File: src/rtl/ai_board_feeder.sv
`default_nettype none
// ============================================================================
//  Module   : ai_board_feeder
//  Purpose  : Tracks shots fired at the opponent (fired map, live-hit map,
//             alive-ship mask) and, on request, loads that state into the
//             density-search AI slave, starts a search and reads the target.
//  Revision : 1.0  initial release
// ============================================================================
module ai_board_feeder (
    input  logic        clock,
    input  logic        reset_n,
    input  logic        new_game,
    input  logic        shot_valid,
    output logic        shot_ready,
    input  logic [6:0]  shot_index,
    input  logic        shot_hit,
    input  logic        shot_sunk,
    input  logic [2:0]  sunk_id,
    input  logic [6:0]  sunk_origin,
    input  logic        sunk_vert,
    input  logic        compute_req,
    output logic        busy,
    output logic [6:0]  target,
    output logic        target_valid,
    output logic [2:0]  avm_address,
    output logic        avm_write,
    output logic        avm_read,
    output logic [63:0] avm_writedata,
    input  logic [63:0] avm_readdata,
    input  logic        avm_waitrequest
);

    localparam logic [6:0] c_LAST_CELL = 7'd99;
    localparam logic [2:0] c_LAST_SHIP = 3'd4;

    typedef enum logic [3:0] {
        S_IDLE      = 4'd0,
        S_W_FLO     = 4'd1,
        S_W_FHI     = 4'd2,
        S_W_HLO     = 4'd3,
        S_W_HHI     = 4'd4,
        S_W_SHIP    = 4'd5,
        S_W_GO      = 4'd6,
        S_WAIT_BUSY = 4'd7,
        S_WAIT_DONE = 4'd8,
        S_RD        = 4'd9
    } state_t;

    state_t      r_state;
    state_t      w_state_next;

    logic [99:0] r_fired;
    logic [99:0] r_hits;
    logic [4:0]  r_alive;
    logic [99:0] w_fired_next;
    logic [99:0] w_hits_next;
    logic [4:0]  w_alive_next;

    logic        r_avm_write;
    logic        r_avm_read;
    logic [2:0]  r_avm_address;
    logic [63:0] r_avm_writedata;
    logic [6:0]  r_target;
    logic        r_target_valid;

    logic        w_write_next;
    logic        w_read_next;
    logic [2:0]  w_addr_next;
    logic [63:0] w_wdata_next;

    logic        w_idle;
    logic        w_idx_ok;
    logic        w_sink;
    logic [2:0]  w_len;
    logic [3:0]  w_origin_x;
    logic [7:0]  w_cell [5];
    logic [4:0]  w_cell_ok;
    logic [99:0] w_clear_mask;
    logic        w_unused_readdata;

    assign w_idle     = (r_state == S_IDLE);
    assign w_idx_ok   = (shot_index <= c_LAST_CELL);
    assign w_sink     = shot_hit && shot_sunk && (sunk_id <= c_LAST_SHIP);
    assign w_origin_x = 4'(sunk_origin % 7'd10);
    assign w_unused_readdata = &{1'b0, avm_readdata[63:7]};

    // Ship length by id; unknown ids have length 0 so they clear nothing.
    always_comb begin
        w_len = 3'd0;
        case (sunk_id)
            3'd0:    w_len = 3'd2;
            3'd1:    w_len = 3'd3;
            3'd2:    w_len = 3'd3;
            3'd3:    w_len = 3'd4;
            3'd4:    w_len = 3'd5;
            default: w_len = 3'd0;
        endcase
    end

    // Candidate cells of the sunk ship; horizontal runs must not wrap rows.
    for (genvar k = 0; k < 5; k++) begin : g_sink_cell
        assign w_cell[k]    = {1'b0, sunk_origin} + (sunk_vert ? 8'(10 * k) : 8'(k));
        assign w_cell_ok[k] = (3'(k) < w_len) && (w_cell[k] <= 8'd99) &&
                              (sunk_vert || (({4'd0, w_origin_x} + 8'(k)) <= 8'd9));
    end

    // Build the mask of hit cells that a sinking shot removes.
    always_comb begin
        w_clear_mask = '0;
        for (int k = 0; k < 5; k++) begin
            if (w_cell_ok[k]) begin
                w_clear_mask[w_cell[k][6:0]] = 1'b1;
            end
        end
    end

    // Next map state: new_game beats a shot; sink clearing beats the hit set.
    always_comb begin
        w_fired_next = r_fired;
        w_hits_next  = r_hits;
        w_alive_next = r_alive;
        if (w_idle) begin
            if (new_game) begin
                w_fired_next = '0;
                w_hits_next  = '0;
                w_alive_next = 5'b11111;
            end else if (shot_valid && w_idx_ok) begin
                w_fired_next[shot_index] = 1'b1;
                if (shot_hit) begin
                    w_hits_next[shot_index] = 1'b1;
                end
                if (w_sink) begin
                    w_alive_next[sunk_id] = 1'b0;
                    w_hits_next = w_hits_next & ~w_clear_mask;
                end
            end
        end
    end

    // Map registers.
    always_ff @(posedge clock or negedge reset_n) begin
        if (!reset_n) begin
            r_fired <= '0;
            r_hits  <= '0;
            r_alive <= 5'b11111;
        end else begin
            r_fired <= w_fired_next;
            r_hits  <= w_hits_next;
            r_alive <= w_alive_next;
        end
    end

    // Query sequencing and the bus values for the state being entered.
    // Write data comes from the next-map values so a shot taken together
    // with compute_req is already reflected in the first write.
    always_comb begin
        w_state_next = r_state;
        case (r_state)
            S_IDLE:      if (compute_req)      w_state_next = S_W_FLO;
            S_W_FLO:     if (!avm_waitrequest) w_state_next = S_W_FHI;
            S_W_FHI:     if (!avm_waitrequest) w_state_next = S_W_HLO;
            S_W_HLO:     if (!avm_waitrequest) w_state_next = S_W_HHI;
            S_W_HHI:     if (!avm_waitrequest) w_state_next = S_W_SHIP;
            S_W_SHIP:    if (!avm_waitrequest) w_state_next = S_W_GO;
            S_W_GO:      if (!avm_waitrequest) w_state_next = S_WAIT_BUSY;
            S_WAIT_BUSY: if (avm_waitrequest)  w_state_next = S_WAIT_DONE;
            S_WAIT_DONE: if (!avm_waitrequest) w_state_next = S_RD;
            S_RD:        if (!avm_waitrequest) w_state_next = S_IDLE;
            default:                           w_state_next = S_IDLE;
        endcase

        w_write_next = 1'b0;
        w_read_next  = 1'b0;
        w_addr_next  = 3'd0;
        w_wdata_next = 64'd0;
        case (w_state_next)
            S_W_FLO: begin
                w_write_next = 1'b1;
                w_addr_next  = 3'd1;
                w_wdata_next = {14'd0, w_fired_next[49:0]};
            end
            S_W_FHI: begin
                w_write_next = 1'b1;
                w_addr_next  = 3'd2;
                w_wdata_next = {14'd0, w_fired_next[99:50]};
            end
            S_W_HLO: begin
                w_write_next = 1'b1;
                w_addr_next  = 3'd3;
                w_wdata_next = {14'd0, w_hits_next[49:0]};
            end
            S_W_HHI: begin
                w_write_next = 1'b1;
                w_addr_next  = 3'd4;
                w_wdata_next = {14'd0, w_hits_next[99:50]};
            end
            S_W_SHIP: begin
                w_write_next = 1'b1;
                w_addr_next  = 3'd5;
                w_wdata_next = {59'd0, w_alive_next};
            end
            S_W_GO: begin
                w_write_next = 1'b1;
                w_addr_next  = 3'd0;
            end
            S_RD: begin
                w_read_next  = 1'b1;
                w_addr_next  = 3'd0;
            end
            default: begin
                w_write_next = 1'b0;
            end
        endcase
    end

    // State, registered bus strobes and target capture.
    always_ff @(posedge clock or negedge reset_n) begin
        if (!reset_n) begin
            r_state         <= S_IDLE;
            r_avm_write     <= 1'b0;
            r_avm_read      <= 1'b0;
            r_avm_address   <= 3'd0;
            r_avm_writedata <= 64'd0;
            r_target        <= 7'd0;
            r_target_valid  <= 1'b0;
        end else begin
            r_state         <= w_state_next;
            r_avm_write     <= w_write_next;
            r_avm_read      <= w_read_next;
            r_avm_address   <= w_addr_next;
            r_avm_writedata <= w_wdata_next;
            r_target_valid  <= 1'b0;
            if ((r_state == S_RD) && !avm_waitrequest) begin
                r_target       <= avm_readdata[6:0];
                r_target_valid <= 1'b1;
            end
        end
    end

    assign shot_ready    = w_idle;
    assign busy          = !w_idle;
    assign target        = r_target;
    assign target_valid  = r_target_valid;
    assign avm_address   = r_avm_address;
    assign avm_write     = r_avm_write;
    assign avm_read      = r_avm_read;
    assign avm_writedata = r_avm_writedata;

endmodule
`default_nettype wire
File: config.mk
export PLATFORM = sky130hd
export DESIGN_NAME = ai_board_feeder
export DESIGN_NICKNAME = d
export VERILOG_FILES = /design/src/rtl/ai_board_feeder.sv
export SDC_FILE = /design/constraint.sdc
export NUM_CORES = 1
export LEC_CHECK = 0
export ABC_CLOCK_PERIOD_IN_PS = 6600
export CORE_MARGIN = 2
export CORE_UTILIZATION = 40
export CTS_CLUSTER_SIZE = 16
export DETAILED_ROUTE_END_ITERATION = 10
export GPL_TIMING_DRIVEN = 0
export PLACE_DENSITY_LB_ADDON = 0.05
export SLEW_MARGIN = 20
export SYNTH_ARGS = -nofsm -noshare
export SYNTH_HDL_FRONTEND = slang
export SYNTH_SLANG_ARGS = --single-unit
File: constraint.sdc
create_clock -name clock -period 6.6 [get_ports clock]
set_input_delay 1.98 -clock clock [delete_from_list [all_inputs] [get_ports clock]]
set_output_delay 1.98 -clock clock [all_outputs]
set_load 0.02 [all_outputs]
# Word level (Yosys, flattened, before mapping)

Cells that the tools add are included.

Register bits: 286
Input port bits: 90
Output and inout port bits: 79

$add $sub $neg: 8
Div/mod/pow operators: 1
$lt $le $gt $ge: 31
Eq/ne operators: 20
Muxes and demuxes: 55
Bitwise logic cells: 10
Reduce and logical (&&, ||, !) cells: 32

Operators with widths:

| cell                                                           | count |
|---|---|
| 2-to-1 mux 100 bit                                             | 16 |
| bitwise OR 100 bit                                             | 6 |
| one-hot mux 50 bit (5 select lines)                            | 1 |
| AND 100 bit                                                    | 1 |
| NOT 100 bit                                                    | 1 |
| < comparator 7 x 8 -> 1 bit, second input constant             | 6 |
| 2-to-1 mux 4 bit                                               | 11 |
| demux 1 bit (select 7 bit)                                     | 6 |
| >= comparator 7 x 1 -> 1 bit, second input constant            | 6 |
| one-hot mux 4 bit (10 select lines)                            | 1 |
| less-or-equal comparator 8 x 7 -> 1 bit, second input constant | 4 |
| 2-to-1 mux 5 bit                                               | 6 |
| == test 4 x 3 -> 1 bit, second input constant                  | 7 |
| logical AND 1 bit                                              | 21 |
| less-or-equal comparator 5 x 4 -> 1 bit, second input constant | 4 |
| adder 7 x 5 -> 8 bit                                           | 2 |
| == test 4 x 2 -> 1 bit, second input constant                  | 4 |
| one-hot mux 3 bit (5 select lines)                             | 1 |
| less-or-equal comparator 7 bit, second input constant          | 2 |
| == test 4 bit, second input constant                           | 3 |
| one-hot mux 3 bit (4 select lines)                             | 1 |
| adder 4 x 2 -> 5 bit, second input constant                    | 2 |
| 2-to-1 mux 1 bit                                               | 10 |
| adder 7 x 4 -> 8 bit                                           | 1 |
| 25 further kinds                                               | 34 |

# Logic depth before layout (Yosys ltp)

Gate-level depths: netlist (run 1).

Depth in word-level cells: 22
Gate-level depth with buffers: 28

# Worst setup path before layout (run 1)

OpenSTA, ideal clock, no wires.

Path type: input port to flip-flop
Start point: in sunk_origin[5]
End point: reg r_hits[11]
Data arrival time: 6.843 ns
Slack: -0.363 ns
Stages: 27
Buffers on the path: 3
Cell sequence: buf_6 inv_1 ha_1 and2_0 buf_2 nor2_1 nor2_1 a21oi_1 o22ai_1 a21oi_1 ha_1 inv_1 o2111ai_1 o221ai_1 nor4b_2 o21ai_0 inv_1 ha_1 a21bo_2 a31o_2 a221oi_1 o311a_1 nor2b_1 clkbuf_1 a22oi_1 o221a_1 o211a_1

Longest elaborated chain between the ends: 19

RTL lines:

| element                                                        | line | source |
|---|---|---|
| from (decl)                                                    | 19   | `input logic [6:0] sunk_origin,` |
| branches (longest 12 deep; another with modulo 7 x 4 -> 7 bit) | -    |  |
| 2-to-1 mux 100 bit (*)                                         | 111  | `if (w_cell_ok[k]) begin` |
| NOT 100 bit (*)                                                | 134  | `w_hits_next = w_hits_next & ~w_clear_mask;` |
| AND 100 bit (*)                                                | 134  |  |
| 2-to-1 mux 100 bit (*)                                         | 132  | `if (w_sink) begin` |
| 2-to-1 mux 100 bit (*)                                         | 127  | `end else if (shot_valid && w_idx_ok) begin` |
| 2-to-1 mux 100 bit (*)                                         | 123  | `if (new_game) begin` |
| 2-to-1 mux 100 bit (*)                                         | 122  | `if (w_idle) begin` |
| net w_hits_next[11]                                            | 56   | `logic [99:0] w_hits_next;` |
| to (signal assigned)                                           | 148  | `r_hits <= w_hits_next;` |
| to (decl)                                                      | 53   | `logic [99:0] r_hits;` |

Mark *: on every way through the listed nets, which the timed path passes.
A chain may end at the register's enable or synchronous reset.

# Worst setup path in the final report (run 1)

Start point: in sunk_origin[5]
End point: reg r_hits[33]

Same word-level chain as after synthesis.

==> flow_summary.yaml, run 1 <==
timing:
  final-setup-viol-count: 64
  finalMaxSlewViolations: 0
  timing.final.ws_setup_ns: -0.194
  final.period_utilization: 1.03
  tightestPinTransition_ns: 1.18
  timing.hold.ws_ns: 0.477
  max-slew-margin-rel: 0.208
  max_freq_ghz: 0.147
  rsz0062_at_grt: "yes"
  timing.clock.skew_ns: 0.0180
  timing.final.crit_period_ns: 6.79
  hold_violations: 0
route:
  antenna_violating_nets_post_route: 0
  drc_errors: 0
  detailedRoute.firstIterationViolations: 2867
  routedLengthMet1_mm: 34.7
  wl_met2_mm: 41.8
  detailroute.wirelength.met3_mm: 10.2
  via_count: 19100
  top_signal_layer_used: "met4"
  routed_wire_length_mm: 94.2
  wire_per_inst_um: 34.3
  routed_via_density: 6.96
  drt_first_pass_iters: 9
cells_and_area:
  antenna_cells: 0
  drive_gt1_frac: 0.205
  area.sequential_um2: 6810
  multiInputGateArea_um2: 10800
  fin_nets: 2307
  post_layout_nonfiller_instances: 2749
  syn2layout_area_growth_pct: 30.8
  fillers: 3897
placement:
  post-place-cells: 2624
  gpl.final_weighted_congestion: 1.06
  numPortBuffers: 94
  place_hpwl_mm: 71.6
floorplan:
  initial_core_util: 0.403
  row_count: 75
  fp.coreArea_um2: 41800
  die_y_um: 209
  floorplan.io_pins: 169
  floorplan.die_area_um2: 43700
  die_w_um: 209
synthesis:
  flip_flop_cell_with_the_highest_count_after_synthesis: "dfrtp_1"
  synthDistinctLibCells: 94
  synth-edff-count: 0
  syn-cell-area_um2: 16800
  asyncSetResetFlopFracSynth: 1.00
  avgSynthCellArea_um2: 8.55
  synth.yosys.warnings: 0
  ys_seq_area_frac: 0.405
  post_synth_inst_count: 1969
  ys_seq_elements: 272
power:
  power_leakage_uw: 0.00882
  totalPowerFinal_uw: 5670
  power_density_nw_per_um2: 258
  peakVddDrop_mv: 0.171
setup_path:
  critPathCaptureType: "register"
  crit_required_ns: 7.06
  path_max_fanout: 6
  worst-setup-path-type: "input port to register"
  crit_arrival_ns: 7.25
  timing.critical_path.from_type: "input port"
global_routing:
  globalRouteTotalUtil: 0.415
  grt_pass1_vias: 17700
  initial_antenna_violation_count: 0
  grt_pass1_wl_mm: 131
  grt_max_degree: 99
  grt_overflow: 0
clock_network:
  clock_sinks: 272
  path_clk_slew_ns: 0.07
  insertion_delay_ns: 0.56
  cts_max_path_buffers: 3
  root_buffer: "clkbuf_16"
  htree_levels: 1
  total_clock_buffers_created_by_cts: 27
  clock_tree_from_tritoncts: "yes"
outcome:
  violated_checks: "setup timing"
  result_of_the_run: "finished with violations"
min_path:
  hold_path_class: "register to register"
job:
  maxCapViolations: 0
==> area by class of cell <==
class | instances | share of cell area
Buffer | 161 | 0.0407
Clock buffer | 34 | 0.0342
Clock inverter | 15 | 0.0111
Inverter | 32 | 0.00585
Multi-Input combinational cell | 1517 | 0.490
Sequential cell | 272 | 0.309
Tap cell | 539 | 0.0306
Timing Repair Buffer | 179 | 0.0777
==> placed cells by master, fill, tap and decap left out, types with 11 or more instances in the layout <==
cell type,instances
nor2_1,274
dfrtp_1,267
a21oi_1,225
nand2_1,163
clkbuf_1,93
clkdlybuf4s50_1,88
buf_4,87
o21ai_0,71
o221ai_2,55
a222oi_1,45
a22oi_1,43
a31oi_1,30
clkbuf_16,29
o221ai_1,28
inv_1,26
a211oi_2,24
nor3_1,23
and2_1,23
nand3_1,23
xnor2_1,23
a211oi_1,19
nor3_2,19
buf_6,18
and3_1,18
a22o_1,18
a221o_1,18
o211ai_1,17
nand2b_1,15
buf_1,15
ha_1,15
nor2b_1,14
a211o_1,14
conb_1,14
nand2_2,13
o22ai_1,13
buf_2,12
o221ai_4,12
a21o_1,11
a221oi_1,11
==> synth_stat cells, types with 6 or more instances <==
master	count	area share
a2111oi_2	7	0.0062
a211o_1	16	0.0083
a211oi_1	45	0.020
a21o_1	12	0.0054
a21oi_1	231	0.069
a221o_1	18	0.011
a221oi_1	17	0.0088
a222oi_1	45	0.027
a22o_1	19	0.0099
a22oi_1	49	0.022
a31oi_1	35	0.013
and2_1	24	0.0089
and3_1	21	0.0078
buf_1	16	0.0036
buf_2	12	0.0036
buf_4	14	0.0062
clkbuf_1	116	0.026
dfrtp_1	267	0.40
ha_1	24	0.018
inv_1	29	0.0065
nand2_1	180	0.040
nand2b_1	15	0.0056
nand3_1	29	0.0086
nand4_1	6	0.0022
nor2_1	284	0.063
nor2b_1	16	0.0059
nor3_1	44	0.013
nor4_1	8	0.0030
o211ai_1	17	0.0076
o21ai_0	82	0.024
o221ai_1	95	0.049
o22ai_1	13	0.0048
o31ai_1	6	0.0027
xnor2_1	25	0.013
xor2_1	9	0.0047
==> state kept, by name, indices dropped and copies added (netlist names) <==
register,cells
target_valid,1
avm_address,3
r_alive,5
target,7
r_fired,100
avm_read,1
r_hits,100
avm_writedata,50
avm_write,1
r_state,4
==> per-layer routing <==
layer | track usage | vias to the layer above
met5 | 0 | -
met4 | 0.240 | 0
met3 | 0.0965 | 405
met2 | 0.658 | 1493
met1 | 0.519 | 9326
li1 | - | 7896
==> critical path: stages <==
cell and delay [ns]:
buf_12 0.09, buf_8 0.10, clkinvlp_4 0.14, ha_4 0.29
and2_0 0.14, buf_4 0.15, nor2_4 0.13, nor2_2 0.04
a21oi_1 0.11, o22ai_1 0.13, a21oi_1 0.14, ha_2 0.25
inv_4 0.06, o2111ai_2 0.19, o221ai_2 0.15, nor4b_4 0.44
o22a_4 0.30, buf_6 0.12, ha_4 0.17, buf_4 0.12
o21ai_2 0.08, o211a_4 0.20, nand2_2 0.11, nor3_2 0.08
buf_6 0.17, a222oi_1 0.69, o221ai_2 0.34, a211oi_2 0.30
==> logic make-up after synthesis <==
family | after synthesis | synth area share
buffers and inverters | 193 | 0.0480
XOR/XNOR | 36 | 0.0196
other | 1 | 0.000223
adder cells (fa/ha/maj) | 27 | 0.0214
multiplexers | 1 | 0.000669
AND/OR/NAND/NOR | 662 | 0.176
AO/OA/AOI/OAI | 777 | 0.329
flip-flops | 272 | 0.405
==> report_power, final <==
part | switching, uW | total [uW] | internal, uW
combinational | 1540 | 2100 | 568
clock | 693 | 1740 | 1040
sequential | 41.4 | 1830 | 1790
==> per-stage QoR <==
| step | TNS (ns) | utilization | cell area [um^2] | worst slack, ns |
|---|---|---|---|---|
| final | -4.43 | 0.527 | 22000 | -0.194 |
| after global routing | -16.48 | 0.527 | 22000 | -0.333 |
| after CTS | -0.229 | 0.493 | 20600 | -0.0356 |
| after detailed placement | -220.50 | 0.448 | 18700 | -2.47 |
| after global placement | -2383.41 | 0.444 | 18500 | -8.07 |
| after floorplan | 0 | - | 16900 | 0.0151 |
==> worst paths after layout <==
kind	start	end	slack, ns	cells past startpoint
setup / recovery	sunk_origin[5]	r_hits[33]	-0.19	28
hold / removal	target[6]	target[6]	0.48	2
setup reg to reg	r_state[1]	r_hits[98]	1.88	12
hold reg to reg	target[6]	target[6]	0.48	2
max in group asynchronous	reset_n	r_alive[0]	3.77	3
min in group asynchronous	reset_n	r_fired[40]	1.39	1
==> what timing repair did <==
action / CTS / global route
setup buffers: 24 / 43
resized for setup: 154 / 239
pin swaps: 31 / 107
hold buffers: 0 / 0
setup endpoints to repair: 103 / 101
cloned: 2 / 7
Power figures use the tool's default switching activity.
==> run 2: changes to the inputs <==
Settings changed: GPL_ROUTABILITY_DRIVEN from default to 1.
==> results of run 2 <==
Same layout as run 1: the final DEF is identical, and so are final timing and power.
